**config.mk**
```make
export PLATFORM = sky130hd
export DESIGN_NAME = vga_draw_arbiter_flat
export DESIGN_NICKNAME = d
export VERILOG_FILES = /design/src/rtl/vga_draw_arbiter_if.sv /design/src/rtl/vga_draw_arbiter.sv /design/src/flat_wrapper.sv
export SDC_FILE = /design/constraint.sdc
export NUM_CORES = 1
export LEC_CHECK = 0
export BUFFER_PORTS_ARGS = -buffer_cell sky130_fd_sc_hd__buf_4
export CORE_MARGIN = 4
export CORE_UTILIZATION = 47
export DETAILED_ROUTE_END_ITERATION = 16
export PLACE_DENSITY = 0.92
export SLEW_MARGIN = 20
export SYNTH_ARGS = -nofsm -noshare
export SYNTH_HDL_FRONTEND = slang
export SYNTH_SLANG_ARGS = --single-unit
```
**constraint.sdc**
```tcl
create_clock -name clk -period 4.45 [get_ports clk]
set_clock_uncertainty 0.1 [all_clocks]
set_input_delay 0.2225 -clock clk [delete_from_list [all_inputs] [get_ports clk]]
set_output_delay 0.2225 -clock clk [all_outputs]
set_load 0.05 [all_outputs]
```
**src/rtl/vga_draw_arbiter_if.sv**
```systemverilog
// Engine-side request/pixel bus and VGA adapter write port of the draw arbiter.
// The master modport is the arbiter; the slave modport is the engines/adapter side.
interface vga_draw_arbiter_if #(
    parameter int unsigned NUM_REQ = 4
);
    logic [NUM_REQ-1:0]   req;
    logic [NUM_REQ-1:0]   eng_done;
    logic [8*NUM_REQ-1:0] eng_x;
    logic [7*NUM_REQ-1:0] eng_y;
    logic [9*NUM_REQ-1:0] eng_colour;
    logic [NUM_REQ-1:0]   eng_enable;
    logic [NUM_REQ-1:0]   grant_done;
    logic [7:0]           vga_x;
    logic [6:0]           vga_y;
    logic [8:0]           vga_colour;
    logic                 vga_plot;

    modport master (
        input  req, eng_done, eng_x, eng_y, eng_colour,
        output eng_enable, grant_done, vga_x, vga_y, vga_colour, vga_plot
    );

    modport slave (
        output req, eng_done, eng_x, eng_y, eng_colour,
        input  eng_enable, grant_done, vga_x, vga_y, vga_colour, vga_plot
    );
endinterface

```
**src/rtl/vga_draw_arbiter.sv**
```systemverilog
// Round-robin arbiter sharing the VGA adapter write port between draw engines,
// hiding each engine's start-up latency and forcing release of hung jobs.
module vga_draw_arbiter #(
    parameter int unsigned NUM_REQ        = 4,
    parameter int unsigned START_LATENCY  = 2,
    parameter int unsigned TIMEOUT_CYCLES = 16384,
    parameter int unsigned TW             = 15
) (
    input  logic                clk,
    input  logic                resetn,
    vga_draw_arbiter_if.master  bus,
    output logic                timeout_err,
    output logic                busy
);
    localparam int unsigned GW = (NUM_REQ > 1) ? $clog2(NUM_REQ) : 1;
    localparam int unsigned LW = (START_LATENCY > 1) ? $clog2(START_LATENCY) : 1;
    localparam logic [GW-1:0] LAST_RST = GW'(NUM_REQ - 1);
    localparam logic [LW-1:0] LAT_END  = LW'(START_LATENCY - 1);
    localparam logic [TW-1:0] TMO_END  = TW'(TIMEOUT_CYCLES - 1);

    typedef enum logic [1:0] {ST_IDLE, ST_ARM, ST_DRAW, ST_RELEASE} state_e;

    state_e             state_q, state_d;
    logic [GW-1:0]      grant_q, grant_d;
    logic [GW-1:0]      last_q, last_d;
    logic [GW-1:0]      pick;
    logic               found;
    logic [LW-1:0]      lat_q, lat_d;
    logic [TW-1:0]      tmo_q, tmo_d;
    logic               tmo_err_q, tmo_err_d;
    logic [NUM_REQ-1:0] grant_oh;
    logic [NUM_REQ-1:0] en_q, gdone_q;
    logic               plot_q, busy_q;
    logic [7:0]         vx;
    logic [6:0]         vy;
    logic [8:0]         vc;

    // First pending request scanning upward from the engine after the last grant.
    always_comb begin
        found = 1'b0;
        pick  = last_q;
        for (int unsigned i = 1; i <= NUM_REQ; i++) begin
            if (!found && bus.req[GW'((32'(last_q) + i) % NUM_REQ)]) begin
                found = 1'b1;
                pick  = GW'((32'(last_q) + i) % NUM_REQ);
            end
        end
    end

    always_comb begin
        state_d   = state_q;
        grant_d   = grant_q;
        last_d    = last_q;
        lat_d     = lat_q;
        tmo_d     = tmo_q;
        tmo_err_d = tmo_err_q;
        case (state_q)
            ST_IDLE: begin
                lat_d = '0;
                tmo_d = '0;
                if (found) begin
                    grant_d = pick;
                    state_d = ST_ARM;
                end
            end
            ST_ARM: begin
                // A done seen here is left over from the engine's previous job.
                if (lat_q == LAT_END) begin
                    lat_d   = '0;
                    state_d = ST_DRAW;
                end else begin
                    lat_d = lat_q + LW'(1);
                end
            end
            ST_DRAW: begin
                if (bus.eng_done[grant_q]) begin
                    state_d = ST_RELEASE;
                end else if (tmo_q == TMO_END) begin
                    state_d   = ST_RELEASE;
                    tmo_err_d = 1'b1;
                end else begin
                    tmo_d = tmo_q + TW'(1);
                end
            end
            ST_RELEASE: begin
                last_d  = grant_q;
                state_d = ST_IDLE;
            end
            default: state_d = ST_IDLE;
        endcase
    end

    always_comb begin
        grant_oh = '0;
        for (int unsigned i = 0; i < NUM_REQ; i++) begin
            grant_oh[i] = (grant_d == GW'(i));
        end
    end

    // Outputs are registered from the next state so they line up with state_q.
    always_ff @(posedge clk) begin
        if (!resetn) begin
            state_q   <= ST_IDLE;
            grant_q   <= '0;
            last_q    <= LAST_RST;
            lat_q     <= '0;
            tmo_q     <= '0;
            tmo_err_q <= 1'b0;
            en_q      <= '0;
            gdone_q   <= '0;
            plot_q    <= 1'b0;
            busy_q    <= 1'b0;
        end else begin
            state_q   <= state_d;
            grant_q   <= grant_d;
            last_q    <= last_d;
            lat_q     <= lat_d;
            tmo_q     <= tmo_d;
            tmo_err_q <= tmo_err_d;
            en_q      <= (state_d == ST_ARM || state_d == ST_DRAW) ? grant_oh : '0;
            gdone_q   <= (state_d == ST_RELEASE) ? grant_oh : '0;
            plot_q    <= (state_d == ST_DRAW);
            busy_q    <= (state_d != ST_IDLE);
        end
    end

    // Pixel mux on the registered grant, forced to zero outside DRAW.
    always_comb begin
        vx = '0;
        vy = '0;
        vc = '0;
        if (state_q == ST_DRAW) begin
            for (int unsigned i = 0; i < NUM_REQ; i++) begin
                if (grant_q == GW'(i)) begin
                    vx = bus.eng_x[8*i +: 8];
                    vy = bus.eng_y[7*i +: 7];
                    vc = bus.eng_colour[9*i +: 9];
                end
            end
        end
    end

    assign bus.eng_enable = en_q;
    assign bus.grant_done = gdone_q;
    assign bus.vga_plot   = plot_q;
    assign bus.vga_x      = vx;
    assign bus.vga_y      = vy;
    assign bus.vga_colour = vc;
    assign timeout_err    = tmo_err_q;
    assign busy           = busy_q;
endmodule

```
**src/flat_wrapper.sv**
```systemverilog
// flat-port wrapper written by rule: the top's interface ports become plain ports
module vga_draw_arbiter_flat 
#(
    parameter int unsigned NUM_REQ        = 4,
    parameter int unsigned START_LATENCY  = 2,
    parameter int unsigned TIMEOUT_CYCLES = 16384,
    parameter int unsigned TW             = 15
)
  (clk, resetn, timeout_err, busy, bus_req, bus_eng_done, bus_eng_x, bus_eng_y, bus_eng_colour, bus_eng_enable, bus_grant_done, bus_vga_x, bus_vga_y, bus_vga_colour, bus_vga_plot);
  vga_draw_arbiter_if #(.NUM_REQ(NUM_REQ)) bus_i ();
  input  logic clk;
  input  logic resetn;
  output logic timeout_err;
  output logic busy;
  input wire logic [$bits(bus_i.req)-1:0] bus_req;
  input wire logic [$bits(bus_i.eng_done)-1:0] bus_eng_done;
  input wire logic [$bits(bus_i.eng_x)-1:0] bus_eng_x;
  input wire logic [$bits(bus_i.eng_y)-1:0] bus_eng_y;
  input wire logic [$bits(bus_i.eng_colour)-1:0] bus_eng_colour;
  output wire logic [$bits(bus_i.eng_enable)-1:0] bus_eng_enable;
  output wire logic [$bits(bus_i.grant_done)-1:0] bus_grant_done;
  output wire logic [$bits(bus_i.vga_x)-1:0] bus_vga_x;
  output wire logic [$bits(bus_i.vga_y)-1:0] bus_vga_y;
  output wire logic [$bits(bus_i.vga_colour)-1:0] bus_vga_colour;
  output wire logic [$bits(bus_i.vga_plot)-1:0] bus_vga_plot;
  assign bus_i.req = bus_req;
  assign bus_i.eng_done = bus_eng_done;
  assign bus_i.eng_x = bus_eng_x;
  assign bus_i.eng_y = bus_eng_y;
  assign bus_i.eng_colour = bus_eng_colour;
  assign bus_eng_enable = bus_i.eng_enable;
  assign bus_grant_done = bus_i.grant_done;
  assign bus_vga_x = bus_i.vga_x;
  assign bus_vga_y = bus_i.vga_y;
  assign bus_vga_colour = bus_i.vga_colour;
  assign bus_vga_plot = bus_i.vga_plot;
  vga_draw_arbiter #(.NUM_REQ(NUM_REQ), .START_LATENCY(START_LATENCY), .TIMEOUT_CYCLES(TIMEOUT_CYCLES), .TW(TW)) u_core (.clk(clk), .resetn(resetn), .bus(bus_i), .timeout_err(timeout_err), .busy(busy));
endmodule
```
==> results of run 1 <==
synth_stat cells (3+ instances only):
cell	instances	area [um^2]
nor2_1	20	75.07
buf_1	5	18.77
a211oi_1	4	30.03
nand2b_1	8	50.05
and3_1	4	25.02
mux4_2	25	563.0
dfxtp_1	33	660.6
nor2b_1	5	31.28
nand3_1	8	40.04
nand2_1	15	56.30
and2_1	27	168.9
clkbuf_1	10	37.54
a2111oi_2	6	90.09
a21oi_1	7	35.03
xnor2_1	12	105.1
nor3_1	3	15.01
worst paths after layout:
| kind | start | endpoint | slack [ps] | cells after the start |
|---|---|---|---|---|
| setup / recovery | u_core.grant_q[0] | u_core.bus.eng_enable[1] | 1740 | 7 |
| hold reg to reg | u_core.tmo_q[14] | u_core.tmo_q[14] | 370 | 2 |
| hold / removal | resetn | u_core.last_q[1] | 120 | 2 |
| setup reg to reg | u_core.grant_q[0] | u_core.bus.eng_enable[1] | 1740 | 7 |
layout by cell type, fill, tap and decap left out, types with 3 or more instances in the layout:
cell type / synthesis / routed
and3_1: 4 / 4
xnor2_1: 12 / 12
buf_4: 0 / 144
dfxtp_1: 33 / 32
a21oi_1: 7 / 7
nor2b_1: 5 / 5
and2_1: 27 / 27
mux4_2: 25 / 25
nand2_1: 15 / 15
nor3_1: 3 / 3
clkbuf_8: 0 / 5
a2111oi_2: 6 / 6
nor2_1: 20 / 20
nand3_1: 8 / 8
nand2b_1: 8 / 8
a211oi_1: 4 / 4
cell families (layout without fill, tap and decap cells):
kind of cell,after synthesis,after routing
compound gates,34,34
xor+xnor,12,12
fa+ha+maj,2,2
buf+inv,19,154
flops,33,33
mux,28,28
simple gates,103,103
critical path: cells and delay by family (launching register included):
family                   cells  cell delay [ps]
adder cells (fa/ha/maj)      1              290
buffers and inverters        1              390
AND/OR/NAND/NOR              2              250
flip-flops                   1              310
multiplexers                 1              600
AO/OA/AOI/OAI                2              680
through the flow:
stage,setup slack (ps),power (mW)
6_report,1743,0.8178
3_5_place_dp,1719,0.6040
4_1_cts,1706,0.8214
2_1_floorplan,2086,0.4960
5_1_grt,1505,0.8585
3_3_place_gp,1767,0.5953
power by group through the flow:
stage	Sequential, mW	Combinational [mW]	Clock (mW)
final	0.321	0.277	0.220
after global placement	0.327	0.268	0
after global routing	0.322	0.298	0.238
after floorplan	0.336	0.160	0
after CTS	0.321	0.277	0.223
after detailed placement	0.327	0.277	0
routing by layer:
| layer | share of wire | track usage | wire [um] |
|---|---|---|---|
| met5 | 0 | 0 | 0 |
| met4 | 0.027 | 0.09965 | 226 |
| met3 | 0.12 | 0.06689 | 954 |
| met2 | 0.49 | 0.4448 | 4044 |
| met1 | 0.36 | 0.3181 | 3001 |
sequential cells by signal, summed over array words and instances, names as in the netlist:
signal / flops
u_core.bus.vga_plot: 1
u_core.timeout_err: 1
u_core.state_q: 2
u_core.bus.grant_done: 4
u_core.lat_q: 1
u_core.last_q: 2
u_core.grant_q: 2
u_core.bus.eng_enable: 4
u_core.busy: 1
u_core.tmo_q: 15
cell type report:
type	instances	area share
Clock buffer	6	0.02062
Clock inverter	2	0.002844
Inverter	2	0.002133
Multi-Input combinational cell	179	0.4554
Sequential cell	33	0.1881
Tap cell	67	0.02382
Timing Repair Buffer	144	0.3071
==> impl_metrics.csv, run 1 <==
group,metric,value,unit
status,status,"complete, no violations",
grt,grt_max_degree,27,
detailed_routing,routed_wl,8227,um
layout,utilization,0.7354,
setup_path,critPathMaxStageDelay,600,ps
setup_path,critical_path_class,"reg -> reg",
clock_network,cts_buffers,5,
detailed_routing,drt-pass1-iter-count,5,
layout,stdcell_count,433,
timing,grt_setup_unrepaired,"no",
power,ir_worst_vdd,0.3070,mV
synthesis,synth_fa_ha_area_frac,0.01065,
power,seq_power_share,0.393,
layout,seq_area,661.9,um^2
synthesis,synth-simple-area-share,0.2380,
clock_network,cts_num_sinks,33,
clock_network,cts_setup_buffers,0,
synthesis,synth_top_family_by_area,"multiplexers",
placement,port_buffers,140,
grt,grt-ovfl-total,0,
floorplan,die_w,78.71,um
power,power_switching,0.2519,mW
setup_path,start_kind,"flip-flop",
timing,fin_hold_ws,118.4,ps
timing,min_period_over_period,0.6083,
timing,slew_violations,0,
synthesis,ys_seq_elements,33,
clock_network,cts.repair.resized,0,
floorplan,start_util,0.4910,
grt,grt_usage,0.2618,
floorplan,rows,25,
synthesis,synthFlopType,"dfxtp_1",
setup_path,required,4560,ps
synthesis,syn_nets,339,
detailed_routing,route.detailed.drc,0,
floorplan,core,4786,um^2
layout,syn_to_final_growth,49.79,%
placement,dp_cells,425,
layout,multi_input_area,1603,um^2
power,intPower,0.5659,mW
setup_path,crit_path_end_kind,"flip-flop",
timing,tns,0,ps
power,power_density,232.4,nW/um^2
clock_network,hold_buffers,0,
detailed_routing,wl_per_cell,19.00,um
clock_network,cts_tree,"done",
setup_path,crit_slowest_cell,"mux4_2",
detailed_routing,dr.first_iter.drc_count,190,
synthesis,synthCells,231,
layout,antenna_cells,0,
clock_network,clk_pin_slew,70,ps
power,power.leakage,1.474,nW
clock_network,clk_path_buf_depth,2,
timing,setup_viol_count_final,0,
synthesis,synth-xor-area-share,0.04473,
timing,min_period,2707,ps
synthesis,synth-seq-area-share,0.2812,
clock_network,insertion_delay,290,ps
layout,fillers,343,
power,combPwrFrac,0.339,
detailed_routing,via_count,2449,
grt,grt_pass1_vias,2415,
detailed_routing,drtAntennaViolNets,0,
grt,antenna_found_initial,0,
synthesis,syn_area,2350,um^2
synthesis,yosysWarnings,0,
layout,drive_gt1_frac,0.5137,
floorplan,die_area,6194,um^2
floorplan,die_height,78.71,um
setup_path,cp_cell_sequence,"buf_4 > mux4_2 > a41o_4 > a211o_1 > ha_1 > nand2_1 > nor3_1",
run,maxCapViolations,0,
timing,timing.fmax,369.4,MHz
detailed_routing,via_per_inst,5.656,
timing,hold_viol,0,
timing,worst_pin_slew,1011,ps
layout,final_area,3520,um^2
placement,place_area,3437,um^2
worst_hold_path,holdCritPathClass,"in -> reg",
setup_path,arrival,2820,ps
synthesis,synth_compound_area_frac,0.1358,
timing,slew_headroom,0.3248,
synthesis,ys_types,45,
synthesis,synth_mux_area_frac,0.2529,
clock_network,root_buffer,"clkbuf_8",
setup_path,worstPathMaxFanout,26,
layout,fin_nets,473,
synthesis,synth-edff-count,0,
placement,place.gp.congestion,0.8597,
power,clkPwrFrac,0.269,
placement,hpwl,6667,um
synthesis,async_reset_ff_frac,0,
power,switching_share,0.3080,
synthesis,syn_avg_cell_area,10.17,um^2
floorplan,io_pins,141,
clock_network,cts-htree-levels,2,
grt,grt_pass1_wl,12480,um
Note: power is estimated with default switching activity, not from simulation.
==> run 2, diff against run 1 <==
- CORE_UTILIZATION: 47 -> 44
- PLACE_DENSITY: 0.92 -> 0.87
- clock period: 4.45 -> 2.5 ns (I/O delays scaled with it)
==> run 2 against run 1 <==
- critical path depth down 1
- critical path type unchanged
- highest routed layer unchanged
- first-iteration DRC count down 58%
- maximum frequency up 19%
- wire length down 9.7%
- worst setup slack worse by 1500 ps
- via count down 3.2%
- total power up 91%
- die area up 6.1%
- cell count up 1.4%
- clock-buffer cell count down 1
- clock power up 120%
==> impl_metrics.csv, run 2 (synthesized netlist as in run 1, its figures left out) <==
group,metric,value,unit
setup_path,required,2610,ps
timing,timing.fmax,439.0,MHz
timing,worst_pin_slew,535.4,ps
power,clkPwrFrac,0.317,
layout,syn_to_final_growth,52.29,%
floorplan,die_area,6573,um^2
layout,final_common_cell,"buf_4",
floorplan,io_pins,141,
power,ir_worst_vdd,0.3958,mV
worst_hold_path,holdCritPathClass,"in -> reg",
power,power_density,436.2,nW/um^2
setup_path,arrival,2390,ps
clock_network,cts.repair.resized,0,
clock_network,cts_setup_buffers,0,
layout,fin_nets,476,
timing,tns,0,ps
layout,top_register,"u_core.tmo_q",
detailed_routing,drtAntennaViolNets,0,
clock_network,cts_tree,"done",
timing,hold_viol,0,
floorplan,die_height,81.08,um
clock_network,insertion_delay,290,ps
timing,grt_setup_unrepaired,"no",
detailed_routing,drt-pass1-iter-count,4,
power,power_switching,0.4415,mW
floorplan,core,5140,um^2
clock_network,cts_buffers,5,
timing,setup_viol_count_final,0,
status,status,"complete, no violations",
placement,port_buffers,140,
clock_network,cts-htree-levels,2,
detailed_routing,via_count,2370,
timing,min_period_over_period,0.9111,
detailed_routing,routed_wl,7426,um
grt,grt_pass1_vias,2244,
grt,antenna_found_initial,0,
grt,grt_pass1_wl,10730,um
layout,antenna_cells,0,
placement,place.gp.congestion,0.8187,
power,power.leakage,1.499,nW
power,switching_share,0.2829,
timing,min_period,2278,ps
floorplan,rows,26,
detailed_routing,via_per_inst,5.399,
timing,slew_violations,0,
run,maxCapViolations,0,
setup_path,crit_path_end_kind,"flip-flop",
grt,grt_usage,0.2137,
setup_path,start_kind,"flip-flop",
clock_network,root_buffer,"clkbuf_8",
grt,grt_max_degree,27,
clock_network,hold_buffers,0,
power,intPower,1.119,mW
clock_network,clk_path_buf_depth,2,
layout,largest_reg_flops,15,
power,seq_power_share,0.357,
floorplan,die_w,81.08,um
layout,layout_common_cells,"buf_4 (147), dfxtp_1 (32), and2_1 (27), mux4_2 (25), nor2_1 (20)",
setup_path,worstPathMaxFanout,16,
detailed_routing,wl_per_cell,16.92,um
placement,hpwl,5894,um
layout,drive_gt1_frac,0.5203,
clock_network,clk_pin_slew,70,ps
timing,setup_slack,222.2,ps
grt,grt-ovfl-total,0,
timing,slew_headroom,0.6398,
setup_path,critical_path_class,"reg -> reg",
floorplan,start_util,0.4572,
clock_network,cts_num_sinks,33,
detailed_routing,dr.first_iter.drc_count,79,
power,combPwrFrac,0.326,
placement,place_ws,228.0,ps
detailed_routing,route.detailed.drc,0,
## run 2: final cells by class
type | count | area [um^2]
clock buffer | 5 | 68.82
timing repair buffer | 147 | 1104
clock inverter | 3 | 46.29
fill | 406 | 1562
tap | 70 | 87.58
inverter | 2 | 7.507
sequential | 33 | 661.9
multi-input combinational | 179 | 1603
## run 2: layer usage
| layer | wire (um) | vias up | global-route usage |
|---|---|---|---|
| met5 | 0 | - | 0 |
| met4 | 133 | 0 | 0.06757 |
| met3 | 838 | 12 | 0.08093 |
| met2 | 3904 | 84 | 0.3777 |
| met1 | 2550 | 1141 | 0.2361 |
| li1 | - | 1133 | - |
## run 2: worst paths after layout
kind | startpoint | end | slack [ps] | cells after the start
setup / recovery | u_core.grant_q[0] | u_core.bus.eng_enable[3] | 220 | 6
setup reg to reg | u_core.grant_q[0] | u_core.bus.eng_enable[3] | 220 | 6
hold / removal | resetn | u_core.last_q[1] | 40 | 2
hold reg to reg | u_core.tmo_q[14] | u_core.tmo_q[14] | 350 | 2
## run 2: worst max-delay path, stage by stage, from the launching register on
cell and delay (ps):
dfxtp_2 340, mux4_2 530, a41o_4 350, a211o_1 330, ha_1 300, nand2_1 70, nor3_1 190
## run 2: through the flow
stage / area, um^2 / util / instances / power [mW] / hold slack, ps
global placement: 3463 / 0.6738 / 431 / 1.068 / 309.3
finish: 3578 / 0.6962 / 439 / 1.561 / 41.45
detailed placement: 3463 / 0.6738 / 431 / 1.079 / 325.2
CTS: 3578 / 0.6962 / 439 / 1.580 / 30.73
floorplan: 2350 / - / 231 / 0.8829 / 311.2
global route: 3578 / 0.6962 / 439 / 1.634 / 50.66
## run 2: power by group through the flow
stage	Sequential [mW]	Clock (mW)	Combinational, mW
after floorplan	0.597	0	0.286
after global placement	0.569	0	0.499
after detailed placement	0.569	0	0.509
after CTS	0.558	0.511	0.511
after global routing	0.560	0.532	0.543
final	0.557	0.495	0.508
